--- src/rtl/fetch_queue_stage.sv ---
// Fetch stage with an in-order instruction queue.
// Owns the fetch PC and issues requests to a variable-latency instruction
// memory. Returned instructions are buffered with their PCs and handed to
// decode over a valid/ready stream. A taken-branch redirect flushes the queue;
// responses still in flight for flushed entries are counted and then discarded.
module fetch_queue_stage #(
  parameter int              XLEN     = 32,
  parameter int              ILEN     = 32,
  parameter int              DEPTH    = 4,
  parameter logic [XLEN-1:0] RESET_PC = '0
) (
  input  logic            clk,
  input  logic            rst,
  input  logic [XLEN-1:0] pc_branch,
  input  logic            PCSrc,
  input  logic            PCWrite,
  output logic            imem_req_valid,
  input  logic            imem_req_ready,
  output logic [XLEN-1:0] imem_addr,
  input  logic            imem_rsp_valid,
  input  logic [ILEN-1:0] imem_rsp_data,
  output logic            if_valid,
  input  logic            if_ready,
  output logic [XLEN-1:0] if_pc,
  output logic [ILEN-1:0] if_instr,
  output logic [XLEN-1:0] pc
);

  localparam int              PTR_W  = $clog2(DEPTH);
  localparam int              CNT_W  = $clog2(DEPTH + 1);
  localparam logic [XLEN-1:0] PC_INC = XLEN'(ILEN / 8);

  // Architectural state
  logic [XLEN-1:0]  pc_reg;
  logic [PTR_W-1:0] head_reg;
  logic [PTR_W-1:0] alloc_reg;
  logic [PTR_W-1:0] fill_reg;
  logic [CNT_W-1:0] count_reg;
  logic [CNT_W-1:0] drop_reg;
  logic [CNT_W-1:0] count_next;
  logic [CNT_W-1:0] drop_next;

  // Queue storage (small, so kept in registers for a combinational head read)
  logic [XLEN-1:0]  q_pc     [DEPTH];
  logic [ILEN-1:0]  q_instr  [DEPTH];
  logic             filled_reg [DEPTH];

  // Derived control
  logic [CNT_W-1:0] filled_cnt;
  logic [CNT_W-1:0] unfilled;
  logic [CNT_W:0]   occupancy;
  logic [CNT_W:0]   drop_sum;
  logic             req_valid;
  logic             issue;
  logic             head_valid;
  logic             pop;
  logic             rsp_drop;
  logic             rsp_fill;

  // Number of allocated entries that already hold their instruction
  always_comb begin
    filled_cnt = '0;
    for (int i = 0; i < DEPTH; i++) begin
      filled_cnt = filled_cnt + CNT_W'(filled_reg[i]);
    end
  end

  assign unfilled  = count_reg - filled_cnt;
  // Stale responses still occupy memory-side slots, so they count against issue
  assign occupancy = {1'b0, count_reg} + {1'b0, drop_reg};

  // Issue depends only on registered state and strobes, never on ready
  assign req_valid  = PCWrite & ~PCSrc & ~rst & (occupancy < (CNT_W+1)'(DEPTH));
  assign issue      = req_valid & imem_req_ready;
  assign head_valid = ~rst & ~PCSrc & (count_reg != '0) & filled_reg[head_reg];
  assign pop        = head_valid & if_ready;
  assign rsp_drop   = imem_rsp_valid & (drop_reg != '0);
  assign rsp_fill   = imem_rsp_valid & (drop_reg == '0) & (unfilled != '0) & ~PCSrc & ~rst;

  // Next occupancy: redirect flushes, otherwise issue and pop cancel out
  always_comb begin
    count_next = count_reg;
    if (PCSrc) begin
      count_next = '0;
    end else if (issue && !pop) begin
      count_next = count_reg + CNT_W'(1);
    end else if (!issue && pop) begin
      count_next = count_reg - CNT_W'(1);
    end
  end

  // Next stale-response count: a redirect turns every pending fill into a drop,
  // and a response arriving in the redirect cycle is itself one of them
  always_comb begin
    drop_sum  = {1'b0, drop_reg} + {1'b0, unfilled};
    drop_next = drop_reg;
    if (PCSrc) begin
      if (imem_rsp_valid && (drop_sum != '0)) begin
        drop_sum = drop_sum - (CNT_W+1)'(1);
      end
      drop_next = drop_sum[CNT_W-1:0];
    end else if (rsp_drop) begin
      drop_next = drop_reg - CNT_W'(1);
    end
  end

  // PC, pointers and counters
  always_ff @(posedge clk) begin
    if (rst) begin
      pc_reg    <= RESET_PC;
      head_reg  <= '0;
      alloc_reg <= '0;
      fill_reg  <= '0;
      count_reg <= '0;
      drop_reg  <= '0;
    end else begin
      count_reg <= count_next;
      drop_reg  <= drop_next;
      if (PCSrc) begin
        pc_reg    <= pc_branch;
        head_reg  <= '0;
        alloc_reg <= '0;
        fill_reg  <= '0;
      end else begin
        if (issue) begin
          pc_reg    <= pc_reg + PC_INC;
          alloc_reg <= alloc_reg + PTR_W'(1);
        end
        if (rsp_fill) begin
          fill_reg <= fill_reg + PTR_W'(1);
        end
        if (pop) begin
          head_reg <= head_reg + PTR_W'(1);
        end
      end
    end
  end

  for (genvar gi = 0; gi < DEPTH; gi++) begin : g_entry
    // Entry payload: PC captured at allocation, instruction captured at fill
    always_ff @(posedge clk) begin
      if (issue && (alloc_reg == PTR_W'(gi))) begin
        q_pc[gi] <= pc_reg;
      end
      if (rsp_fill && (fill_reg == PTR_W'(gi))) begin
        q_instr[gi] <= imem_rsp_data;
      end
    end

    // Entry filled flag: set on fill, cleared on pop, flush or reset
    always_ff @(posedge clk) begin
      if (rst || PCSrc) begin
        filled_reg[gi] <= 1'b0;
      end else if (rsp_fill && (fill_reg == PTR_W'(gi))) begin
        filled_reg[gi] <= 1'b1;
      end else if (pop && (head_reg == PTR_W'(gi))) begin
        filled_reg[gi] <= 1'b0;
      end
    end
  end

  assign imem_req_valid = req_valid;
  assign imem_addr      = pc_reg;
  assign if_valid       = head_valid;
  assign if_pc          = q_pc[head_reg];
  assign if_instr       = q_instr[head_reg];
  assign pc             = pc_reg;

  // A response must land on either a stale slot or an allocated, unfilled entry
  a_rsp_has_slot: assert property (@(posedge clk) disable iff (rst)
    imem_rsp_valid |-> ((drop_reg != '0) || (unfilled != '0)));

endmodule

--- config.mk ---
export PLATFORM = sky130hd
export DESIGN_NAME = fetch_queue_stage
export DESIGN_NICKNAME = d
export VERILOG_FILES = /design/src/rtl/fetch_queue_stage.sv
export SDC_FILE = /design/constraint.sdc
export NUM_CORES = 1
export LEC_CHECK = 0
export BUFFER_PORTS_ARGS = -buffer_cell sky130_fd_sc_hd__buf_2
export CAP_MARGIN = 20
export CORE_UTILIZATION = 50
export DETAILED_ROUTE_END_ITERATION = 16
export HOLD_SLACK_MARGIN = 0.02
export PLACE_DENSITY = 0.72
export SETUP_SLACK_MARGIN = 0.15
export SYNTH_ARGS = -nofsm -noshare
export SYNTH_HDL_FRONTEND = slang
export SYNTH_SLANG_ARGS = --single-unit
export TNS_END_PERCENT = 100
--- constraint.sdc ---
create_clock -name clk -period 7.65 [get_ports clk]
set_clock_uncertainty 0.05 [all_clocks]
set_input_delay 1.53 -clock clk [delete_from_list [all_inputs] [get_ports clk]]
set_output_delay 1.53 -clock clk [all_outputs]
set_load 0.05 [all_outputs]
==> out/results.ini <==
[final_layout]
drive_gt1_frac = 0.352
fin_area_um2 = 14700
post-route-util = 0.596
multi_input_area_um2 = 3430
fin_nets = 1020
areaGrowthSynthToFinish_pct = 16.0
seq_area_um2 = 8740
nFillCells = 1892
diodes = 0

[setup_path]
cp.arrival_ps = 2910
slowest_delay_ps = 480
critPathCaptureType = output port
critPathLaunchType = input pin
cp.required_ps = 6070
slowest_stage = nor2_1
path_cells = buf_2, nor2_1, o311a_1, buf_2
crit_fanout = 39
crit_type = input pin to output port
cpMostUsedCell = buf_2

[timing]
min_period_over_period = 0.588
max_freq_mhz = 222
whs_ps = 452
slew_headroom = 0.354
timing.setup.tns_ps = 0
timing.final.ws_setup_ps = 3160
tightestPinTransition_ps = 969
rsz0062_at_grt = false
final-setup-viol-count = 0
hold_violations = 0
slew_violations = 0
period_minus_slack_ps = 4490

[logic_synthesis]
synth_compound_area_frac = 0.0466
synth_fp_nets = 850
synthFlopType = edfxtp_1
synth_mux_area_frac = 0.121
ys_async_sr_fraction = 0
synth_adder_area_share = 0.0328
synthTopCellsByArea = edfxtp_1, mux4_2, dfxtp_1
syn_area_um2 = 12700
synth_top_area_share = 0.617
synth_edf_count = 260
yosys.area_share.xor_xnor = 0.00900
synth_largest_area_cell = edfxtp_1
yosysWarnings = 0
synth_top_family_by_area = multiplexers
synth_simple_gate_area_share = 0.0608
avgSynthCellArea_um2 = 16.9
ys_types = 51
syn_inst = 750
ys_ff_latch = 306
yosysSeqAreaShare = 0.690

[floorplanning]
start_util = 0.514
fp.dieW_um = 161
coreArea_um2 = 24600
ios = 201
design.die.area_um2 = 25900
num_rows = 57
die_h_um = 161

[power]
p_comb_frac = 0.104
seqPwrFrac = 0.517
clock_power_share = 0.379
switching_power_w = 0.000889
p_int_w = 0.00277
powerDensity_nw_per_um2 = 249
ir_drop_v = 0.000156
switching_share = 0.243
power_leakage_nw = 5.23

[global_route]
grt_usage = 0.199
grt-ovfl-total = 0
grt_pass1_wl_um = 39500
antenna_found_initial = 0
grt_pass1_vias = 7007
grt_max_degree = 66

[cts]
cts_buffers = 30
cts_buffer_depth = 3
clk_pin_slew_ps = 60
clk_latency_ps = 540
ctsResizeCount = 0
cts_sinks = 306
post_cts_buffers = 0
holdBufCountCts = 0
cts_tree = built
htree_levels = 1
clockRootBuffer = clkbuf_16

[placed_design]
place_congestion = 0.828
hpwl_um = 16000
dpl_cell_area_um2 = 13700
io_buffers = 200
pre_cts_ws_ps = 2950

[route]
via_per_inst = 5.56
vias = 7045
antenna_left = 0
wl_per_cell_um = 20.1
wl_um = 25400
drt_iter0_markers = 457
drtPass1Iterations = 5
drcViolationCount = 0

[hold_path]
hold_path.class = register to register

[job]
max-cap-violations = 0

[status]
status = finished clean

area by class of cell:
type	count	area share
sequential	306	0.595
multi-input combinational	347	0.234
timing repair buffer	205	0.0708
clock buffer	47	0.0610
tap	324	0.0276
inverter	30	0.00767
clock inverter	9	0.00384
cells in the mapped netlist (6+ instances only):
cell type  count
fa_1           7
buf_2         11
a31oi_1       16
o211ai_1       8
ha_1          22
buf_4         33
o21ai_0       15
or3_1         12
mux4_2        65
edfxtp_1     260
dfxtp_1       46
clkbuf_1      20
a211oi_1       6
nand4_1        8
xnor2_1        8
mux2i_1        6
nand2_1       33
nand3_1       17
a21oi_1       18
nor2_1        35
inv_1         30
and2_1        15
nor3_1         7
path summary, 6_finish.rpt:
path | from | endpoint | slack [ps] | cells past startpoint
worst max-delay path | rst | if_valid | 3160 | 4
worst min-delay path | alloc_reg[1] | alloc_reg[1] | 450 | 2
worst max register to register | filled_reg[2] | drop_reg[1] | 3450 | 12
worst min register to register | alloc_reg[1] | alloc_reg[1] | 450 | 2
worst max-delay path, delay by kind of cell:
family / cells / cell delay [ps]
compound gates: 1 / 290
buf+inv: 2 / 610
simple gates: 1 / 480
power groups by stage:
stage | clock network (W) | logic, W | registers (W)
CTS | 0.00141 | 0.000384 | 0.00189
finish | 0.00139 | 0.000382 | 0.00189
global route | 0.00147 | 0.000414 | 0.00190
detailed placement | 0 | 0.000381 | 0.00193
global placement | 0 | 0.000377 | 0.00192
floorplan | 0 | 0.000263 | 0.00195
through the flow:
stage               std cells  power, W
CTS                      1268   0.00368
global route             1268   0.00378
global placement         1212   0.00230
finish                   1268   0.00366
detailed placement       1212   0.00231
floorplan                 750   0.00221
per-layer routing:
| layer | GRT usage | part of all wire |
|---|---|---|
| met2 | 0.328 | 0.49 |
| met5 | 0 | 0 |
| met3 | 0.0236 | 0.051 |
| met4 | 0.0742 | 0.028 |
| met1 | 0.275 | 0.43 |
cells by family (layout without fill, tap and decap cells):
| group | count (synthesis) | after routing |
|---|---|---|
| AO/OA/AOI/OAI | 87 | 87 |
| XOR/XNOR | 13 | 13 |
| adder cells (fa/ha/maj) | 29 | 29 |
| buffers and inverters | 97 | 291 |
| flip-flops | 306 | 306 |
| multiplexers | 72 | 72 |
| AND/OR/NAND/NOR | 146 | 146 |
layout by cell type (no fill, tap or decap), types with 4 or more instances in the layout:
cell type,netlist,routed
edfxtp_1,260,260
buf_2,11,200
mux4_2,65,65
dfxtp_1,46,44
nor2_1,35,35
nand2_1,33,33
inv_1,30,30
clkbuf_16,0,30
ha_1,22,22
a21oi_1,18,18
nand3_1,17,17
a31oi_1,16,16
o21ai_0,15,15
or3_1,12,12
and2_1,15,10
clkbuf_1,20,9
xnor2_1,8,8
nand4_1,8,8
o211ai_1,8,8
clkinv_2,0,8
clkbuf_8,0,8
nor3_1,7,7
fa_1,7,7
a211oi_1,6,6
mux2i_1,6,6
xor2_1,5,5
and2_2,0,5
buf_4,33,5
a211o_1,4,4
No activity file was read; power rests on OpenSTA's default activity.
